[src/rtl/booth_if.sv]
// Handshake bundle for booth_seq_multiplier: request side (start/operands) and
// result side (busy/done/product/overflow) plus the FSM state for checkers.
interface booth_if #(
  parameter int WIDTH = 32
);
  // Handshake: the master raises start with operands valid; the slave accepts on
  // any rising edge where start=1 and busy=0. busy stays high until the result
  // edge, done pulses for one cycle with product/overflow valid, and those
  // outputs hold until the completion of the next accepted operation.
  logic                 start;
  logic                 is_signed;
  logic [WIDTH-1:0]     a;
  logic [WIDTH-1:0]     b;
  logic                 busy;
  logic                 done;
  logic [2*WIDTH-1:0]   product;
  logic [WIDTH-1:0]     product_lo;
  logic                 overflow;
  logic                 state_dbg;

  modport master (
    output start, is_signed, a, b,
    input  busy, done, product, product_lo, overflow, state_dbg
  );

  modport slave (
    input  start, is_signed, a, b,
    output busy, done, product, product_lo, overflow, state_dbg
  );
endinterface

[src/rtl/booth_seq_multiplier.sv]
// Sequential radix-2 Booth multiplier: WIDTH+1 steps per operation on
// (WIDTH+1)-bit extended operands, giving signed and unsigned products.
module booth_seq_multiplier #(
  parameter int WIDTH = 32
) (
  input  logic    clk,
  input  logic    rst_n,
  booth_if.slave  bus
);
  localparam int CW = $clog2(WIDTH + 2);
  localparam logic [0:0] S_IDLE = 1'b0;
  localparam logic [0:0] S_RUN  = 1'b1;

  logic [0:0]         state_q, state_d;
  logic               sgn_q, sgn_d;
  logic [WIDTH:0]     m_q, m_d;
  logic [WIDTH+1:0]   h_q, h_d;
  logic [WIDTH:0]     l_q, l_d;
  logic               q_q, q_d;
  logic [CW-1:0]      cnt_q, cnt_d;
  logic               done_q, done_d;
  logic               ovf_q, ovf_d;
  logic [2*WIDTH-1:0] prod_q, prod_d;

  logic [WIDTH+1:0]   m_ext;
  logic [WIDTH+1:0]   h_sum;
  logic [2*WIDTH-1:0] prod_next;
  logic               last_step;
  logic               ovf_s;
  logic               ovf_u;

  always_comb begin
    m_ext = {m_q[WIDTH], m_q};
    unique case ({l_q[0], q_q})
      2'b01:   h_sum = h_q + m_ext;
      2'b10:   h_sum = h_q - m_ext;
      default: h_sum = h_q;
    endcase
    last_step = (state_q == S_RUN) && (cnt_q == CW'(WIDTH));
    // Low 2*WIDTH bits of {H,L} after this step's arithmetic shift.
    prod_next = {h_sum[WIDTH-1:0], l_q[WIDTH:1]};
    ovf_s = (|prod_next[2*WIDTH-1:WIDTH-1]) && !(&prod_next[2*WIDTH-1:WIDTH-1]);
    ovf_u = |prod_next[2*WIDTH-1:WIDTH];
  end

  always_comb begin
    state_d = state_q;
    sgn_d   = sgn_q;
    m_d     = m_q;
    h_d     = h_q;
    l_d     = l_q;
    q_d     = q_q;
    cnt_d   = cnt_q;
    done_d  = 1'b0;
    ovf_d   = ovf_q;
    prod_d  = prod_q;
    if (state_q == S_IDLE) begin
      if (bus.start) begin
        state_d = S_RUN;
        sgn_d   = bus.is_signed;
        m_d     = {bus.is_signed & bus.a[WIDTH-1], bus.a};
        l_d     = {bus.is_signed & bus.b[WIDTH-1], bus.b};
        h_d     = '0;
        q_d     = 1'b0;
        cnt_d   = '0;
      end
    end else begin
      h_d   = {h_sum[WIDTH+1], h_sum[WIDTH+1:1]};
      l_d   = {h_sum[0], l_q[WIDTH:1]};
      q_d   = l_q[0];
      cnt_d = cnt_q + 1'b1;
      if (last_step) begin
        state_d = S_IDLE;
        done_d  = 1'b1;
        prod_d  = prod_next;
        ovf_d   = sgn_q ? ovf_s : ovf_u;
      end
    end
  end

  always_ff @(posedge clk or negedge rst_n) begin
    if (!rst_n) begin
      state_q <= S_IDLE;
      sgn_q   <= 1'b0;
      m_q     <= '0;
      h_q     <= '0;
      l_q     <= '0;
      q_q     <= 1'b0;
      cnt_q   <= '0;
      done_q  <= 1'b0;
      ovf_q   <= 1'b0;
      prod_q  <= '0;
    end else begin
      state_q <= state_d;
      sgn_q   <= sgn_d;
      m_q     <= m_d;
      h_q     <= h_d;
      l_q     <= l_d;
      q_q     <= q_d;
      cnt_q   <= cnt_d;
      done_q  <= done_d;
      ovf_q   <= ovf_d;
      prod_q  <= prod_d;
    end
  end

  assign bus.busy       = (state_q == S_RUN);
  assign bus.done       = done_q;
  assign bus.product    = prod_q;
  assign bus.product_lo = prod_q[WIDTH-1:0];
  assign bus.overflow   = ovf_q;
  assign bus.state_dbg  = state_q;
endmodule
[src/flat_wrapper.sv]
// flat-port wrapper written by rule: the top's interface ports become plain ports
module booth_seq_multiplier_flat 
#(
  parameter int WIDTH = 32
)
  (clk, rst_n, bus_start, bus_is_signed, bus_a, bus_b, bus_busy, bus_done, bus_product, bus_product_lo, bus_overflow, bus_state_dbg);
  booth_if #(.WIDTH(WIDTH)) bus_i ();
  input  logic clk;
  input  logic rst_n;
  input wire logic [$bits(bus_i.start)-1:0] bus_start;
  input wire logic [$bits(bus_i.is_signed)-1:0] bus_is_signed;
  input wire logic [$bits(bus_i.a)-1:0] bus_a;
  input wire logic [$bits(bus_i.b)-1:0] bus_b;
  output wire logic [$bits(bus_i.busy)-1:0] bus_busy;
  output wire logic [$bits(bus_i.done)-1:0] bus_done;
  output wire logic [$bits(bus_i.product)-1:0] bus_product;
  output wire logic [$bits(bus_i.product_lo)-1:0] bus_product_lo;
  output wire logic [$bits(bus_i.overflow)-1:0] bus_overflow;
  output wire logic [$bits(bus_i.state_dbg)-1:0] bus_state_dbg;
  assign bus_i.start = bus_start;
  assign bus_i.is_signed = bus_is_signed;
  assign bus_i.a = bus_a;
  assign bus_i.b = bus_b;
  assign bus_busy = bus_i.busy;
  assign bus_done = bus_i.done;
  assign bus_product = bus_i.product;
  assign bus_product_lo = bus_i.product_lo;
  assign bus_overflow = bus_i.overflow;
  assign bus_state_dbg = bus_i.state_dbg;
  booth_seq_multiplier #(.WIDTH(WIDTH)) u_core (.clk(clk), .rst_n(rst_n), .bus(bus_i));
endmodule
[config.mk]
export PLATFORM = sky130hd
export DESIGN_NAME = booth_seq_multiplier_flat
export DESIGN_NICKNAME = d
export VERILOG_FILES = /design/src/rtl/booth_if.sv /design/src/rtl/booth_seq_multiplier.sv /design/src/flat_wrapper.sv
export SDC_FILE = /design/constraint.sdc
export NUM_CORES = 1
export LEC_CHECK = 0
export BUFFER_PORTS_ARGS = -buffer_cell sky130_fd_sc_hd__buf_2
export CORE_MARGIN = 2
export CORE_UTILIZATION = 62
export CTS_CLUSTER_DIAMETER = 120
export DETAILED_ROUTE_END_ITERATION = 6
export MAX_ROUTING_LAYER = met4
export PLACE_DENSITY = 0.87
export SYNTH_ARGS = -nofsm -noshare
export SYNTH_HDL_FRONTEND = slang
export SYNTH_SLANG_ARGS = --single-unit
[constraint.sdc]
create_clock -name clk -period 8.3 [get_ports clk]
set_input_delay 2.49 -clock clk [delete_from_list [all_inputs] [get_ports clk]]
set_output_delay 2.49 -clock clk [all_outputs]
set_load 0.02 [all_outputs]
# == Word level (Yosys, flattened, before mapping) ==
# Index checks and enable logic that the tools add are counted.
# totals
reg_bits,175
# classes
add_sub_neg,3
eq_ne,3
muxes,15
n_bitwise,3
reduce_logical,9
# op_table
cell,n
two-way mux 34 bit,2
case mux 34 bit (2 select lines),1
two-way mux 33 bit,2
adder 34 bit,1
subtractor 34 bit,1
AND reduction 33 bit,1
OR reduction 33 bit,1
OR reduction 32 bit,1
two-way mux 6 bit,2
two-way mux 1 bit,8
"adder 6 x 1 -> 6 bit, second input constant",1
"== test 6 bit, second input constant",1
AND reduction 2 bit,2
bitwise AND 1 bit,2
"== test 2 x 1 -> 1 bit, second input constant",1
"== test 2 bit, second input constant",1
logical AND 1 bit,2
nonzero test 2 bit,1
logical NOT 1 bit,1
NOT 1 bit,1

# == Depth between registers and ports, before layout ==
# logic_depth
word_depth,6
mapped_depth,21
mapped_depth_nobuf,21

# == Worst setup path before layout ==
# Ideal clock, no wire load.
# synth_timing
kind,register to register
startpoint,reg u_core.m_q[2]
endpoint,reg u_core.ovf_q (netlist: u_core.bus.overflow)
setup_time_ns,0.147
t_arrival_ns,4.764
t_required_ns,8.153
setup_slack_ns,3.388
path_stages_with_launch,21
n_path_buf,2
synth_period_minus_slack_ns,4.912
cell_sequence,dfrtp_1 nor2_1 nor4b_1 nor3b_1 nor4bb_1 clkbuf_1 a21oi_1 xnor2_1 ha_1 clkbuf_1 nand2_1 o21ai_0 nor2_1 a211oi_4 a31oi_4 xnor2_1 a211oi_2 or4b_1 or4_1 nor4_1 a211oi_1
# synth_between
elab_chain_len,6
# synth_lines
element,line,rtl
from (decl),booth_seq_multiplier.sv:16,"logic [WIDTH:0] m_q, m_d;"
from (signal assigned),booth_seq_multiplier.sv:96,m_q <= m_d;
subtractor 34 bit or adder 34 bit (tied branches),"booth_seq_multiplier.sv:36, booth_seq_multiplier.sv:35",
case mux 34 bit (2 select lines) (*),booth_seq_multiplier.sv:34,"unique case ({l_q[0], q_q})"
AND reduction 33 bit,booth_seq_multiplier.sv:42,ovf_s = (|prod_next[2*WIDTH-1:WIDTH-1]) && !(&prod_next[2*WIDTH-1:WIDTH-1]);
logical NOT 1 bit,booth_seq_multiplier.sv:42,
logical AND 1 bit,booth_seq_multiplier.sv:42,
two-way mux 1 bit (*),booth_seq_multiplier.sv:76,ovf_d = sgn_q ? ovf_s : ovf_u;
to (signal assigned),booth_seq_multiplier.sv:102,ovf_q <= ovf_d;
to (decl),booth_seq_multiplier.sv:22,"logic ovf_q, ovf_d;"
# Every way passes the cells marked *; elsewhere a longest branch is shown, timed or not.
# A chain may end at the register's enable or synchronous reset.

# == Worst setup path after layout ==
# Same ends and word-level chain as after synthesis.

==> flow_metrics.env <==
export IMPL_first_pass_iters=5
export IMPL_mostFrequentLayoutCells="358 x nand2_1, 173 x dfrtp_1, 166 x buf_2"
export IMPL_drv_slew=0
export IMPL_maxCapViolCount=0
export IMPL_period_share_pct=67.33
export IMPL_status="finished, final reports clean"
export IMPL_antenna_cells=0
export IMPL_synth_edff_count=0
export IMPL_ant_nets=0
export IMPL_drc=0
export IMPL_num_io_pins=168
export IMPL_cts_path_max_buffers=2
export IMPL_worstPathArrival_ns=5.86
export IMPL_cts_repair_resized=0
export IMPL_fin_crit_ns=5.589
export IMPL_hpwl_mm=18.42
export IMPL_grt_pass1_vias=8398
export IMPL_worstPathRequired_ns=8.57
export IMPL_finalHoldViolCount=0
export IMPL_grt_total_usage_pct=31.26
export IMPL_yosysWarnings=0
export IMPL_initial_core_util_pct=63.45
export IMPL_syn_area_per_cell_sq_um=8.465
export IMPL_post_cts_repair_setup_buffers=0
export IMPL_ys_flop_type="dfrtp_1"
export IMPL_cts_sinks=174
export IMPL_grt_ovfl_total=0
export IMPL_synth_fp_nets=1301
export IMPL_ctsHtreeMaxLevel=4
export IMPL_wl_per_cell_um=16.90
export IMPL_vias_per_cell=5.901
export IMPL_yosysSeqAreaShare_pct=43.04
export IMPL_ys_types=66
export IMPL_areaGrowthSynthToFinish_pct=13.37
export IMPL_die_area_sq_mm=0.01735
export IMPL_seqCellArea_sq_mm=0.004355
export IMPL_worstPathMaxFanout=7
export IMPL_drive_gt1_share_pct=17.28
export IMPL_clkLatencyLatePin_ns=0.44
export IMPL_vias=9028
export IMPL_routabilityCongestion=0.9715
export IMPL_fin_skew_ns=0.01310
export IMPL_antenna_found_initial=0
export IMPL_max_freq_mhz=178.9
export IMPL_multi_input_area_sq_mm=0.005221
export IMPL_timing_setup_tns_ns=0
export IMPL_rsz0062_at_grt="no"
export IMPL_worstMarginPinSlew_ns=0.9738
export IMPL_crit_path_start_kind="register"
export IMPL_core_sq_mm=0.01594
export IMPL_routed_wl_mm=25.86
export IMPL_die_height_um=131.7
export IMPL_maxSlewHeadroom_pct=34.99
export IMPL_cts_hold_buf=0
export IMPL_critical_path_class="register to register"
export IMPL_async_flop_share_pct=100.0
export IMPL_grt_pass1_wl_mm=42.70
export IMPL_cts_made_buffers=17
export IMPL_port_buffer_count=167
export IMPL_cp_end_kind="register"
export IMPL_num_nets_final=1407
export IMPL_ys_ff_latch=174
export IMPL_cts_tree="done"
export IMPL_rows=46
export IMPL_layout_commonest_cell="nand2_1"
export IMPL_ctsRootBufferMaster="clkbuf_16"
export IMPL_syn_inst=1195
export IMPL_grt_max_degree=78
export IMPL_drt_iter0_markers=857
export IMPL_hold_path_class="register to register"
export IMPL_clk_pin_slew_ns=0.07
export IMPL_syn_cell_area_sq_mm=0.01012
export IMPL_die_width_um=131.7
export IMPL_setup_viol=0
export IMPL_n_fill_cell=1201
==> cell families after synthesis <==
group | Yosys count | share of synthesized area (%)
compound gates | 254 | 16.26
xor+xnor | 52 | 4.502
fa+ha+maj | 38 | 4.774
buf+inv | 114 | 5.492
flops | 174 | 43.04
mux | 40 | 4.007
simple gates | 523 | 21.92
==> flip-flops by register name, summed over array words and instances (netlist names) <==
signal and cells:
u_core.bus.busy 1, u_core.bus.product 64, u_core.l_q 33, u_core.bus.overflow 1
u_core.m_q 33, u_core.sgn_q 1, u_core.bus.done 1, u_core.cnt_q 6
u_core.h_q 33, u_core.q_q 1
==> worst max-delay path: stages (launching register included) <==
cell and delay, ns:
dfrtp_1 0.41, nor2_1 0.19, nor4b_1 0.35, nor3b_1 0.41
nor4bb_1 0.29, buf_4 0.21, nor2_1 0.06, xnor2_1 0.14
ha_1 0.39, nand2_1 0.12, a211oi_1 0.34, o21ai_0 0.16
a311o_1 0.39, o21ai_0 0.32, mux2i_1 0.23, nand2_1 0.13
or4b_1 0.54, or4_1 0.47, nor4_1 0.19, a211oi_1 0.08
==> final timing paths <==
path,startpoint,endpoint,slack [ns],cells past startpoint
worst max-delay path,u_core.m_q[2]$_DFFE_PN0P_,u_core.bus.overflow$_DFFE_PN0P_,2.71,19
worst min-delay path,u_core.bus.product[53]$_DFFE_PN0P_,u_core.bus.product[53]$_DFFE_PN0P_,0.47,2
worst max register to register,u_core.m_q[2]$_DFFE_PN0P_,u_core.bus.overflow$_DFFE_PN0P_,2.71,19
min in group asynchronous,rst_n,u_core.m_q[19]$_DFFE_PN0P_,1.96,1
max in group asynchronous,rst_n,u_core.bus.busy$_DFF_PN0_,5.00,2
worst min register to register,u_core.bus.product[53]$_DFFE_PN0P_,u_core.bus.product[53]$_DFFE_PN0P_,0.47,2
==> per-stage QoR <==
stage / instance area, sq um / worst slack [ns] / hold slack [ns] / utilization (%) / cells
global route: 11470 / 2.406 / 0.4990 / 71.94 / 1530
finish: 11470 / 2.711 / 0.4712 / 71.94 / 1530
detailed placement: 10860 / 2.807 / 0.4605 / 68.11 / 1498
global placement: 10860 / 2.980 / 0.4534 / 68.11 / 1498
floorplan: 10120 / 3.388 / 0.4525 / - / 1195
CTS: 11470 / 2.778 / 0.4769 / 71.94 / 1530
==> Yosys cell counts (2+ instances only) <==
library cell	count	area, sq um
a2111oi_0	4	35.03
a211o_1	3	26.28
a211oi_1	5	37.54
a21boi_0	2	15.01
a21o_1	10	75.07
a21oi_1	56	280.3
a22o_1	25	219.0
a311oi_1	3	26.28
a31oi_1	5	31.28
and2_1	4	25.02
and3_1	7	43.79
buf_1	5	18.77
buf_2	2	10.01
buf_4	33	247.7
clkbuf_1	50	187.7
dfrtp_1	174	4354
ha_1	37	462.9
inv_1	23	86.33
mux2_2	4	45.04
mux2i_1	36	360.4
nand2_1	358	1344
nand2b_1	3	18.77
nand3_1	17	85.08
nand3b_1	2	15.01
nand4_1	8	50.05
nand4b_1	2	17.52
nor2_1	60	225.2
nor2b_1	11	68.82
nor3_1	18	90.09
nor3b_1	3	22.52
nor4_1	14	87.58
nor4b_1	4	35.03
o211a_1	2	20.02
o211ai_1	4	30.03
o21a_1	9	67.56
o21ai_0	97	485.5
o22ai_1	2	12.51
o31ai_1	8	60.06
or3_1	6	37.54
or4_1	3	22.52
xnor2_1	41	359.1
xor2_1	11	96.34
==> routing by layer <==
| metal | GRT usage [%] | vias up | part of all wire (%) |
|---|---|---|---|
| met1 | 46.01 | 4241 | 46 |
| met5 | - | - | 0 |
| met3 | 4.652 | 67 | 8.1 |
| met4 | 9.239 | 0 | 2.1 |
| met2 | 45.23 | 425 | 44 |
| li1 | - | 4295 | - |
==> cell type report <==
type,count,area share (%)
Clock buffer,18,3.829
Clock inverter,14,1.495
Inverter,23,0.7528
Multi-Input combinational cell,907,45.53
Sequential cell,174,37.98
Tap cell,216,2.357
Timing Repair Buffer,178,8.062
Power is not shown: default switching activity piles up to over one toggle a cycle in this logic, so the estimate is an artifact.
